--- config.mk ---
export PLATFORM = sky130hd
export DESIGN_NAME = cw310_sram_arb
export DESIGN_NICKNAME = d
export VERILOG_FILES = /design/src/rtl/cw310_sram_arb.sv
export SDC_FILE = /design/constraint.sdc
export NUM_CORES = 1
export LEC_CHECK = 0
export CAP_MARGIN = 20
export CELL_PAD_IN_SITES_DETAIL_PLACEMENT = 1
export CELL_PAD_IN_SITES_GLOBAL_PLACEMENT = 2
export CORE_ASPECT_RATIO = 1.5
export CORE_MARGIN = 3
export CORE_UTILIZATION = 21
export DETAILED_ROUTE_END_ITERATION = 10
export PLACE_DENSITY = 0.88
export SLEW_MARGIN = 20
export SYNTH_ARGS = -nofsm -noshare
export SYNTH_HDL_FRONTEND = slang
export SYNTH_SLANG_ARGS = --single-unit
--- constraint.sdc ---
create_clock -name usb_clk -period 1.8 [get_ports usb_clk]
set_input_delay 0.27 -clock usb_clk [delete_from_list [all_inputs] [get_ports usb_clk]]
set_output_delay 0.27 -clock usb_clk [all_outputs]
set_load 0.01 [all_outputs]
--- src/rtl/cw310_sram_arb.sv ---
// ============================================================================
// Module   : cw310_sram_arb
// Function : Two-port arbitrating sequencer for the CW310 async byte-wide SRAM.
//            Define CW310_SRAM_ARB_FIXED_PRIO_EN for fixed port-0 tie priority.
// Revision : 1.0  initial release
// ============================================================================
`default_nettype none

module cw310_sram_arb #(
  parameter int pADDR_WIDTH = 20,
  parameter int pWR_CYCLES  = 2,
  parameter int pRD_CYCLES  = 2
) (
  input  logic                   usb_clk,
  input  logic                   reset,
  input  logic [1:0]             req_i,
  input  logic [1:0]             we_i,
  input  logic [pADDR_WIDTH-1:0] addr0_i,
  input  logic [pADDR_WIDTH-1:0] addr1_i,
  input  logic [7:0]             wdata0_i,
  input  logic [7:0]             wdata1_i,
  output logic [1:0]             gnt_o,
  output logic [1:0]             done_o,
  output logic [7:0]             rdata_o,
  output logic                   busy_o,
  output logic [pADDR_WIDTH-1:0] sram_a_o,
  output logic [7:0]             sram_dq_o,
  input  logic [7:0]             sram_dq_i,
  output logic                   sram_dq_oe_o,
  output logic                   sram_cen_o,
  output logic                   sram_ce2_o,
  output logic                   sram_oen_o,
  output logic                   sram_wen_o
);

  typedef enum logic [2:0] {
    IDLE     = 3'd0,
    WR_PULSE = 3'd1,
    WR_HOLD  = 3'd2,
    RD_WAIT  = 3'd3,
    DONE     = 3'd4
  } state_t;

  localparam logic [3:0] c_WR_LOAD = 4'(pWR_CYCLES - 1);
  localparam logic [3:0] c_RD_LOAD = 4'(pRD_CYCLES - 1);

  state_t                 r_state, w_state_nxt;
  logic [3:0]             r_cnt, w_cnt_nxt;
  logic                   r_owner, w_owner_nxt;
  logic                   w_win;
  logic [1:0]             w_gnt_nxt, w_done_nxt;
  logic [7:0]             w_rdata_nxt, w_dq_nxt;
  logic [pADDR_WIDTH-1:0] w_a_nxt;
  logic                   w_cen_nxt, w_ce2_nxt, w_oen_nxt, w_wen_nxt, w_dq_oe_nxt;

`ifdef CW310_SRAM_ARB_FIXED_PRIO_EN
  assign w_win = ~req_i[0];
`else
  logic r_last;

  // On a tie the port that did not win last time is served.
  assign w_win = (&req_i) ? ~r_last : req_i[1];

  always_ff @(posedge usb_clk) begin
    if (reset)
      r_last <= 1'b1;
    else if (r_state == IDLE && |req_i)
      r_last <= w_win;
  end
`endif

  assign busy_o = (r_state != IDLE);

  // All strobes are registered: the values below are those for the next cycle.
  always_comb begin
    w_state_nxt = r_state;
    w_cnt_nxt   = r_cnt;
    w_owner_nxt = r_owner;
    w_gnt_nxt   = 2'b00;
    w_done_nxt  = 2'b00;
    w_rdata_nxt = rdata_o;
    w_a_nxt     = sram_a_o;
    w_dq_nxt    = sram_dq_o;
    w_cen_nxt   = 1'b1;
    w_ce2_nxt   = 1'b0;
    w_oen_nxt   = 1'b1;
    w_wen_nxt   = 1'b1;
    w_dq_oe_nxt = 1'b0;
    case (r_state)
      IDLE: begin
        if (|req_i) begin
          w_gnt_nxt[w_win] = 1'b1;
          w_owner_nxt      = w_win;
          w_a_nxt          = w_win ? addr1_i : addr0_i;
          w_dq_nxt         = w_win ? wdata1_i : wdata0_i;
          w_cen_nxt        = 1'b0;
          w_ce2_nxt        = 1'b1;
          if (we_i[w_win]) begin
            w_state_nxt = WR_PULSE;
            w_cnt_nxt   = c_WR_LOAD;
            w_wen_nxt   = 1'b0;
            w_dq_oe_nxt = 1'b1;
          end else begin
            w_state_nxt = RD_WAIT;
            w_cnt_nxt   = c_RD_LOAD;
            w_oen_nxt   = 1'b0;
          end
        end
      end
      WR_PULSE: begin
        w_cen_nxt   = 1'b0;
        w_ce2_nxt   = 1'b1;
        w_dq_oe_nxt = 1'b1;
        if (r_cnt == 4'd0) begin
          w_state_nxt = WR_HOLD;
        end else begin
          w_cnt_nxt = r_cnt - 4'd1;
          w_wen_nxt = 1'b0;
        end
      end
      WR_HOLD: begin
        w_state_nxt = DONE;
      end
      RD_WAIT: begin
        if (r_cnt == 4'd0) begin
          w_rdata_nxt = sram_dq_i;
          w_state_nxt = DONE;
        end else begin
          w_cnt_nxt = r_cnt - 4'd1;
          w_cen_nxt = 1'b0;
          w_ce2_nxt = 1'b1;
          w_oen_nxt = 1'b0;
        end
      end
      DONE: begin
        w_done_nxt[r_owner] = 1'b1;
        w_state_nxt         = IDLE;
      end
      default: begin
        w_state_nxt = IDLE;
      end
    endcase
  end

  always_ff @(posedge usb_clk) begin
    if (reset) begin
      r_state      <= IDLE;
      r_cnt        <= 4'd0;
      r_owner      <= 1'b0;
      gnt_o        <= 2'b00;
      done_o       <= 2'b00;
      rdata_o      <= 8'h00;
      sram_a_o     <= '0;
      sram_dq_o    <= 8'h00;
      sram_dq_oe_o <= 1'b0;
      sram_cen_o   <= 1'b1;
      sram_ce2_o   <= 1'b0;
      sram_oen_o   <= 1'b1;
      sram_wen_o   <= 1'b1;
    end else begin
      r_state      <= w_state_nxt;
      r_cnt        <= w_cnt_nxt;
      r_owner      <= w_owner_nxt;
      gnt_o        <= w_gnt_nxt;
      done_o       <= w_done_nxt;
      rdata_o      <= w_rdata_nxt;
      sram_a_o     <= w_a_nxt;
      sram_dq_o    <= w_dq_nxt;
      sram_dq_oe_o <= w_dq_oe_nxt;
      sram_cen_o   <= w_cen_nxt;
      sram_ce2_o   <= w_ce2_nxt;
      sram_oen_o   <= w_oen_nxt;
      sram_wen_o   <= w_wen_nxt;
    end
  end

endmodule

`default_nettype wire
After elaboration in Yosys (flattened, before gate mapping)
Index checks and enable logic that the tools add are counted.
Word-level totals
  output and inout bits: 46
  bits in registers: 54
  input port bits: 70
  logic and storage cells: 78
Operators by class
  mux-type cells: 31
  reduce and logical (&&, ||, !) cells: 16
  add/sub/neg operators: 1
  order comparisons: 4
  equality and inequality tests: 8
  bitwise gates (word level): 4
Operator list (count)
  2-to-1 mux 20 bit: 1
  2-to-1 mux 1 bit: 14
  one-hot mux 3 bit (4 select lines): 1
  2-to-1 mux 3 bit: 3
  2-to-1 mux 4 bit: 2
  2-to-1 mux 8 bit: 1
  one-hot mux 4 bit (2 select lines): 1
  == test 3 x 2 -> 1 bit, second input constant: 2
  != test 2 bit, second input constant: 3
  one-hot mux 1 bit (2 select lines): 3
  one-hot mux 1 bit (3 select lines): 2
  AND reduction 2 bit: 3
  AND reduction 3 bit: 2
  OR reduction 2 bit: 3
  logical NOT 4 bit: 1
  < comparator 1 x 2 -> 1 bit, second input constant: 2
  inverter 1 bit: 4
  subtractor 4 x 1 -> 4 bit, second input constant: 1
  == test 3 x 1 -> 1 bit, second input constant: 1
  == test 3 bit, second input constant: 1
  logical AND 1 bit: 3
  logical NOT 3 bit: 1
  nonzero test 3 bit: 1
  OR reduction 3 bit: 1
  other kinds (5): 7

Logic depth before layout (Yosys ltp)
  depth after elaboration: 7
  gate-level depth with buffers: 7

Worst setup path before layout
No wires, ideal clock.
  path type: register to register
  from: reg r_cnt[0]
  to: reg rdata_o[0]
  library setup time: 0.128 ns
  data required time: 1.672 ns
  setup slack: 0.212 ns
  data arrival time: 1.461 ns
  cell stages (with the launch flop): 8
  cells stage by stage: dfxtp_1 inv_1 ha_1 or3b_4 nor3_2 buf_4 mux2i_1 nor2_1
Between the ends
  longest elaborated chain between the ends: 2
Ends and longest elaborated chain
  from (decl): RTL line 48  | logic [3:0] r_cnt, w_cnt_nxt;
  from (signal assigned): RTL line 162  | r_cnt <= w_cnt_nxt;
  logical NOT 4 bit: RTL line 125  | if (r_cnt == 4'd0) begin
  AND reduction 2 bit (no line)
  to (signal assigned): RTL line 166  | rdata_o <= w_rdata_nxt;
  to (decl): RTL line 24  | output logic [7:0] rdata_o,
Every way passes these cells.
A chain may end at the register's enable or synchronous reset.

Worst setup path in the final report
  from: reg r_cnt[1]
  to: reg rdata_o[6]
Same word-level chain as after synthesis.

==> summary.md <==
| Metric | Value |
|---|---|
| Remaining DRCs | `0` |
| Fin cells | `436` |
| Leakage power | `1.541 nW` |
| Final RePlAce weighted congestion | `0.7283` |
| Detailed placer's ending HPWL | `4965 um` |
| WL final | `6782 um` |
| Crit path DAT | `1.95 ns` |
| Critical path type | `register to register` |
| CTS Root Cell | `clkbuf_16` |
| Crit-path max FO | `5` |
| Peak supply drop | `0.4709 mV` |
| Most frequent cell after synthesis | `dfxtp_1` |
| Gr usage total | `0.1185` |
| Layout cell share with drive strength beyond 1 | `0.1235` |
| CTS Hold Bufs | `0` |
| Antenna Violating Nets Remaining | `0` |
| Drt wl/cell | `15.56 um` |
| Largest area contributor in the netlist | `dfxtp_1` |
| Via count | `2031` |
| Final net count | `396` |
| Main synth FF type | `dfxtp_1` |
| # port buffers | `115` |
| Largest net degree at the start of global routing | `33` |
| Worst setup SP type | `register` |
| CTS tree | `built` |
| RSZ-0062 raised after global routing | `true` |
| Setup violators final | `0` |
| Met3 Usage GRT | `0.04051` |
| DR pass1 iterations | `5` |
| Distinct cell type count after synthesis | `38` |
| Number of global-route vias before repair | `2131` |
| Avg Synthesized Cell Area | `10.47 um2` |
| Core Box Area | `0.009415 mm2` |
| Hold Path Class | `register to register` |
| Crit end category | `register` |
| CTS Buf Count | `5` |
| Worst-path clk slew | `0.07 ns` |
| Hold Fails Final Rpt | `0` |
| Vias per inst | `4.658` |
| Post-synth top cells | `dfxtp_1, inv_1, a222oi_1` |
| Die extent in y | `127.7 um` |
| DP Area | `0.003413 mm2` |
| Period utilization | `0.9831` |
| Post-synth EDFFs | `0` |
| Num ports | `116` |
| TritonCTS sink count | `54` |
| FMAX | `0.5651 GHz` |
| Dominant cells by area after synthesis | `dfxtp_1, a222oi_1, inv_1` |
| Synth Register Bits | `54` |
| Sequential area share after synthesis | `0.5214` |
| Met2 usage | `0.2313` |
| Net Count, Synth | `270` |
| Worst-margin pin slew | `0.5008 ns` |
| YS warnings | `0` |
| Rows | `43` |
| Yosys top cell area share | `0.5214` |
| Busiest layer in global routing | `met2` |
| Critical Path RT | `1.98 ns` |
| M1 GR Usage | `0.1118` |
| Initial Utilization | `0.2202` |
| Max_slew headroom | `0.6633` |
| Placed Instances | `425` |
| Area of the mapped netlist | `0.002073 mm2` |
| Fin Clk Skew | `0.007303 ns` |
| Max-cap violations | `0` |
| Initial antenna violation count | `0` |
| Post-Syn Instances | `198` |
| First-pass GRT wire length | `10230 um` |
| Die area | `0.01113 mm2` |
| Min cycle time layout | `1.770 ns` |
| Floorplan die width | `87.13 um` |
| Area Overhead vs Synth | `75.68%` |
| FILL cells | `1055` |
| Clock Latency Late Sink | `0.30 ns` |
| Design Area, Final | `0.003642 mm2` |
| Clk buf depth | `2` |
| Total grt overflow | `0` |
| N_diodes | `0` |
| H-tree Lvls | `2` |
| Outcome | `finished, final reports clean` |
| Drt initial violations | `153` |
| Final Slew Violations | `0` |
| Asr flop ratio synth | `0` |
| Pwr dens | `1258 mW/mm2` |
cell type report:
type	count	area [um2]	share of cell area
Clock buffer	5	125.1	0.03435
Clock inverter	2	38.79	0.01065
Inverter	35	131.4	0.03607
Multi-Input combinational cell	95	797.0	0.2188
Sequential cell	54	1084	0.2975
Tap cell	112	140.1	0.03847
Timing Repair Buffer	133	1326	0.3641
power by group:
| part | internal (mW) | switching, mW |
|---|---|---|
| clock network | 0.652 | 0.442 |
| registers | 1.49 | 0.164 |
| logic | 0.989 | 0.841 |
| total | 3.13 | 1.45 |
layout by cell type (no fill, tap or decap), drive strengths merged, types with 3 or more instances in the layout:
cell,Yosys,routed
mux2i,10,10
nand2,7,7
clkbuf,2,5
a222oi,28,28
a21oi,4,4
nor2,17,17
inv,35,35
clkdlybuf4s50,0,114
nor3,3,3
dfxtp,54,54
buf,12,18
sequential cells by signal (all words and copies together) (netlist names):
register	cells
sram_a_o	20
rdata_o	8
sram_dq_o	8
r_cnt	4
r_state	3
done_o	2
gnt_o	2
r_last	1
r_owner	1
sram_ce2_o	1
sram_cen_o	1
sram_dq_oe_o	1
sram_oen_o	1
sram_wen_o	1
metrics by stage:
stage | setup TNS [ns] | setup WS, ns | hold slack, ns | total power [mW] | util
global route | -0.1163 | -0.03016 | 0.4951 | 4.869 | 0.3868
detailed placement | -4.445 | -0.2157 | 0.4413 | 3.466 | 0.3625
finish | 0 | 0.03050 | 0.4589 | 4.582 | 0.3868
floorplan | 0 | 0.2117 | 0.3892 | 2.551 | -
global placement | -1.454 | -0.07311 | 0.4445 | 3.398 | 0.3625
CTS | 0 | 0.009996 | 0.4528 | 4.587 | 0.3798
repair_timing:
item                       CTS  global route
setup endpoints to repair    1            15
pin swaps                    0             4
resized for setup            1            14
setup buffers                0             3
cloned                       0             1
cell families (layout without fill, tap and decap cells):
| family | Yosys count | in the layout | share of synthesized area |
|---|---|---|---|
| simple gates | 38 | 38 | 0.1014 |
| flops | 54 | 54 | 0.5214 |
| mux | 10 | 10 | 0.04828 |
| buf+inv | 49 | 175 | 0.1116 |
| fa+ha+maj | 2 | 2 | 0.01207 |
| compound gates | 45 | 45 | 0.2052 |
critical path, stage by stage, from the launching register on:
cell and delay [ns]:
dfxtp_2 0.34, inv_2 0.08, ha_4 0.13, or3b_4 0.41, nor3_4 0.25, buf_6 0.17, mux2i_2 0.22, nor2_1 0.06
per-layer routing:
metal / wire length [um] / vias up
met2: 3738 / 86
met4: 90 / 0
met1: 2403 / 974
met3: 549 / 5
met5: 0 / -
li1: - / 966
worst paths after layout:
kind | start | to | slack, ns | cells past startpoint
worst max-delay path | r_cnt[1] | rdata_o[6] | 0.03 | 7
worst min-delay path | r_owner | done_o[0] | 0.46 | 1
worst max register to register | r_cnt[1] | rdata_o[6] | 0.03 | 7
worst min register to register | r_owner | done_o[0] | 0.46 | 1
Power figures use the tool's default switching activity.
